==> config.mk <==
export PLATFORM = sky130hd
export DESIGN_NAME = alu_arb_ctrl
export DESIGN_NICKNAME = d
export VERILOG_FILES = /design/src/rtl/alu_arb_ctrl.sv
export SDC_FILE = /design/constraint.sdc
export NUM_CORES = 1
export LEC_CHECK = 0
export CELL_PAD_IN_SITES_DETAIL_PLACEMENT = 0
export CELL_PAD_IN_SITES_GLOBAL_PLACEMENT = 1
export CORE_ASPECT_RATIO = 1.25
export CORE_MARGIN = 1
export CORE_UTILIZATION = 25
export CTS_CLUSTER_DIAMETER = 50
export DETAILED_ROUTE_END_ITERATION = 16
export PLACE_DENSITY_LB_ADDON = 0.1
export REMOVE_ABC_BUFFERS = 1
export SLEW_MARGIN = 30
export SYNTH_ARGS = -nofsm -noshare
export SYNTH_HDL_FRONTEND = slang
export SYNTH_SLANG_ARGS = --single-unit
==> constraint.sdc <==
create_clock -name clk -period 1.9 [get_ports clk]
set_input_delay 0.38 -clock clk [delete_from_list [all_inputs] [get_ports clk]]
set_output_delay 0.38 -clock clk [all_outputs]
set_load 0.02 [all_outputs]
==> src/rtl/alu_arb_ctrl.sv <==
// Round-robin arbiter between two requesters sharing one multi-unit ALU.
// One operation in flight; the selected unit's flag completes it, a timeout aborts it.
module alu_arb_ctrl #(
   parameter int OP_DATA_WIDTH = 16,
   parameter int RES_WIDTH     = 2*OP_DATA_WIDTH,
   parameter int TIMEOUT       = 4
) (
   input  logic                     clk,
   input  logic                     rst_n,
   input  logic                     req0_valid,
   output logic                     req0_ready,
   input  logic [OP_DATA_WIDTH-1:0] req0_a,
   input  logic [OP_DATA_WIDTH-1:0] req0_b,
   input  logic [3:0]               req0_fun,
   input  logic                     req1_valid,
   output logic                     req1_ready,
   input  logic [OP_DATA_WIDTH-1:0] req1_a,
   input  logic [OP_DATA_WIDTH-1:0] req1_b,
   input  logic [3:0]               req1_fun,
   output logic [OP_DATA_WIDTH-1:0] alu_a,
   output logic [OP_DATA_WIDTH-1:0] alu_b,
   output logic [3:0]               alu_fun,
   input  logic [RES_WIDTH-1:0]     alu_arith_out,
   input  logic                     alu_carry,
   input  logic [OP_DATA_WIDTH-1:0] alu_logic_out,
   input  logic [OP_DATA_WIDTH-1:0] alu_shift_out,
   input  logic [1:0]               alu_cmp_out,
   input  logic                     alu_arith_flag,
   input  logic                     alu_logic_flag,
   input  logic                     alu_cmp_flag,
   input  logic                     alu_shift_flag,
   output logic                     rsp_valid,
   input  logic                     rsp_ready,
   output logic                     rsp_id,
   output logic [RES_WIDTH-1:0]     rsp_data,
   output logic                     rsp_carry,
   output logic                     rsp_err
);
   // state | meaning
   // IDLE  | wait for a request; the grant cycle stays in IDLE with one READY high
   // ISSUE | operands stable on the ALU ports, ALU samples them, timer cleared
   // WAIT  | watch the selected unit's flag, count toward timeout
   // RESP  | response held until rsp_ready
   typedef enum logic [1:0] {IDLE, ISSUE, WAIT, RESP} state_t;

   localparam int CNT_W = (TIMEOUT > 1) ? $clog2(TIMEOUT) : 1;

   state_t               state_q, state_d;
   logic [1:0]           ready_q;
   logic                 rr_ptr_q;
   logic [CNT_W-1:0]     cnt_q;
   logic                 grant_sel;
   logic                 sel_flag;
   logic                 do_grant, do_capture, do_timeout;
   logic [RES_WIDTH-1:0] cap_data;
   logic                 cap_carry;

   // READY is registered so no requester's VALID reaches the other's READY combinationally
   assign req0_ready = ready_q[0];
   assign req1_ready = ready_q[1];
   assign rsp_valid  = (state_q == RESP);
   assign grant_sel  = (req0_valid & req1_valid) ? ~rr_ptr_q : req1_valid;

   always_comb begin
      sel_flag  = 1'b0;
      cap_data  = '0;
      cap_carry = 1'b0;
      case (alu_fun[3:2])
         2'b00: begin
            sel_flag  = alu_arith_flag;
            cap_data  = alu_arith_out;
            cap_carry = alu_carry;
         end
         2'b01: begin
            sel_flag = alu_logic_flag;
            cap_data = RES_WIDTH'(alu_logic_out);
         end
         2'b10: begin
            sel_flag = alu_cmp_flag;
            cap_data = RES_WIDTH'(alu_cmp_out);
         end
         default: begin
            sel_flag = alu_shift_flag;
            cap_data = RES_WIDTH'(alu_shift_out);
         end
      endcase
   end

   always_ff @(posedge clk or negedge rst_n) begin
      if (!rst_n) state_q <= IDLE;
      else        state_q <= state_d;
   end

   always_comb begin
      state_d    = state_q;
      do_grant   = 1'b0;
      do_capture = 1'b0;
      do_timeout = 1'b0;
      case (state_q)
         IDLE: begin
            if (ready_q != 2'b00)               state_d  = ISSUE;
            else if (req0_valid | req1_valid)   do_grant = 1'b1;
         end
         ISSUE: state_d = WAIT;
         WAIT: begin
            if (sel_flag) begin
               do_capture = 1'b1;
               state_d    = RESP;
            end else if (cnt_q == CNT_W'(TIMEOUT-1)) begin
               do_timeout = 1'b1;
               state_d    = RESP;
            end
         end
         RESP:    if (rsp_ready) state_d = IDLE;
         default: state_d = IDLE;
      endcase
   end

   always_ff @(posedge clk or negedge rst_n) begin
      if (!rst_n) begin
         ready_q   <= 2'b00;
         rr_ptr_q  <= 1'b1;
         cnt_q     <= '0;
         alu_a     <= '0;
         alu_b     <= '0;
         alu_fun   <= '0;
         rsp_id    <= 1'b0;
         rsp_data  <= '0;
         rsp_carry <= 1'b0;
         rsp_err   <= 1'b0;
      end else begin
         ready_q <= 2'b00;
         if (do_grant) begin
            ready_q  <= grant_sel ? 2'b10 : 2'b01;
            rr_ptr_q <= grant_sel;
            rsp_id   <= grant_sel;
            alu_a    <= grant_sel ? req1_a   : req0_a;
            alu_b    <= grant_sel ? req1_b   : req0_b;
            alu_fun  <= grant_sel ? req1_fun : req0_fun;
         end
         if (state_q == ISSUE)                 cnt_q <= '0;
         else if (state_q == WAIT && !sel_flag) cnt_q <= cnt_q + 1'b1;
         if (do_capture) begin
            rsp_data  <= cap_data;
            rsp_carry <= cap_carry;
            rsp_err   <= 1'b0;
         end else if (do_timeout) begin
            rsp_data  <= '0;
            rsp_carry <= 1'b0;
            rsp_err   <= 1'b1;
         end
      end
   end

endmodule

==> out/qor.csv <==
metric,value,unit
synth_edf_count,0,
final-setup-viol-count,0,
slowest_stage,dfrtp_1,
register_area,1950,µm²
cts_tree,done,
place_hpwl,8650,µm
synth_fa_ha_area_share,1.73,%
cp-start-kind,register,
total_leakage_power,2.69,nW
cts-root-buf,clkbuf_16,
wl,11900,µm
clk_pin_slew,60,ps
io_pins,222,
wl_per_cell,17.6,µm
row_count,48,
finalCritPeriodShare,92.7,%
yosys_warnings,0,
first_global_vias,3577,
critPathRequiredTime,2110,ps
ctsHtreeMaxLevel,3,
gp_congestion,0.727,
numCtsBuffers,9,
post-route-min-period,1760,ps
setup_tns,0,ps
final_common_cell,clkdlybuf4s50_1,
multi_input_area,1530,µm²
crit_cells,6,
synthXorXnorAreaFrac,0,%
start_util,25.9,%
post-place-ws,-206,ps
ys_ff_latch,78,
clk_latency,330,ps
hold_violations,0,
port_buffers,221,
cp_top_family,flip-flops,
power.total,9.92,mW
synth_compound_area_share,30.5,%
layout_common_cells,"clkdlybuf4s50_1 (217), dfrtp_1 (77), a221o_1 (36)",
grt_util_all_layers,15.9,%
p_per_area,1540,nW/µm²
synth-simple-area-share,3.36,%
cp_max_fo,32,
via_per_inst,4.95,
cts_setup_buffers,0,
peakVddDrop,0.544,mV
crit_start,state_q[0],
dieHeight,136,µm
rsz0062_at_grt,false,
report.final.slew_viol_count,0,
syn-cell-area,3610,µm²
placed_cells,662,
worst_slack,138,ps
r2r-start,state_q[0],
dr_total_vias,3357,
area_growth,78.6,%
worstRegToRegCells,6,
antenna_found_initial,0,
dieWidth,109,µm
cap_viol_max_count,0,
fin_cells,678,
nNetsFinal,651,
async_flop_share,100,%
ys_types,32,
synth_mux_area_share,6.34,%
core_area,13900,µm²
avgSynthCellArea,13.0,µm²
cp_num_buf_inv,2,
crit_type,register to register,
yosys_most_used_dff,dfrtp_1,
overflow,0,
cp-end-kind,register,
grt_max_degree,43,
r2r-end,alu_a[12],
rrSetupSlack,140,ps
timing.fmax,568,MHz
drt-initial-drc-count,80,
max-slew-margin-rel,63.2,%
die-area,14900,µm²
hold_path.class,input pin to async pin,
numClockSinks,78,
tightest_slew,552,ps
finalClockSkew,6.90,ps
synth_cells,278,
antenna_left,0,
synth_top_family_by_area,compound AO/OA/AOI/OAI gates,
outcome,finished clean,
final_area,6450,µm²
clk_path_buf_depth,2,
cp.arrival,1970,ps
firstDrtPassIters,4,
n_fill_cell,1332,
path_cells,"inv_1, ha_1, nor3b_4, and3_1, buf_12, a221o_1",
grt_pass1_wl,18100,µm
placed_cell_area,6130,µm²
yosysSeqAreaShare,54.1,%
slowest_delay,390,ps
diodes,0,
drive_above_1_share,8.35,%
drc,0,
metrics by stage:
| stage | utilization [%] | hold slack [ps] |
|---|---|---|
| finish | 46.3 | 10.7 |
| global route | 46.3 | 47.9 |
| CTS | 46.2 | 24.2 |
| detailed placement | 44.0 | 389 |
| global placement | 44.0 | 398 |
| floorplan | - | 84.4 |
synth_stat cells (2+ instances only):
cell	n	area (µm²)
a21boi_0	30	225
a21boi_1	6	45.0
a21o_1	2	15.0
a21oi_1	2	10.0
a221o_1	36	360
a22o_1	33	289
and2_1	2	12.5
and3_1	2	12.5
buf_2	16	80.1
clkbuf_1	11	41.3
dfrtp_1	77	1930
ha_1	5	62.6
inv_1	2	7.51
mux2i_1	15	150
mux4_2	3	67.6
nand2_1	3	11.3
nand2b_1	4	25.0
nor2_1	2	7.51
o2bb2ai_1	14	123
layout make-up:
type | count | share of cell area [%]
Multi-Input combinational cell | 169 | 23.7
Clock buffer | 11 | 3.92
Clock inverter | 5 | 0.873
Tap cell | 175 | 3.40
Timing Repair Buffer | 237 | 37.7
Inverter | 3 | 0.175
Sequential cell | 78 | 30.3
how the worst max path moves through the flow:
stage / slack, ps / end
after detailed placement: -210 / state_q[1]
after floorplan: -1740 / alu_a[0]
after CTS: 100 / alu_a[12]
final: 140 / alu_a[12]
after global placement: -170 / state_q[1]
after global routing: 20 / alu_a[6]
kinds of logic (layout without fill, tap and decap cells):
group	count (synthesis)	after routing
AO/OA/AOI/OAI	127	127
adder cells (fa/ha/maj)	5	5
buffers and inverters	31	256
flip-flops	78	78
multiplexers	19	19
AND/OR/NAND/NOR	18	18
report_power, final:
| part | internal [mW] | switching, mW | total, mW |
|---|---|---|---|
| Sequential | 2.42 | 0.433 | 2.85 |
| Clock | 1.09 | 0.676 | 1.76 |
| Combinational | 2.80 | 2.51 | 5.31 |
| Total | 6.31 | 3.62 | 9.92 |
worst register-to-register path: stages, from the launching register on:
cell and delay (ps):
dfrtp_1 390, inv_1 80, ha_1 220, nor3b_4 180, and3_1 210, buf_12 180
a221o_1 390
repair_timing:
item / in CTS / in global routing
gates resized for setup: 4 / 1
hold buffers: 0 / 0
setup endpoints to repair: 3 / 32
endpoints found under the hold margin: 0 / 0
registers in the layout, summed over array words and instances, names as in the netlist:
register   cells
alu_b         16
rsp_data      32
rsp_id         1
rr_ptr_q       1
alu_a         16
cnt_q          2
rsp_err        1
ready_q        2
alu_fun        4
state_q        2
rsp_carry      1
per-layer routing:
metal / part of all wire [%] / vias up / track usage [%]
met2: 47 / 171 / 26.1
met4: 1.3 / 0 / 5.56
met3: 11 / 14 / 5.90
li1: - / 1541 / -
met1: 41 / 1631 / 18.8
met5: 0 / - / 0
Power figures use the tool's default switching activity.
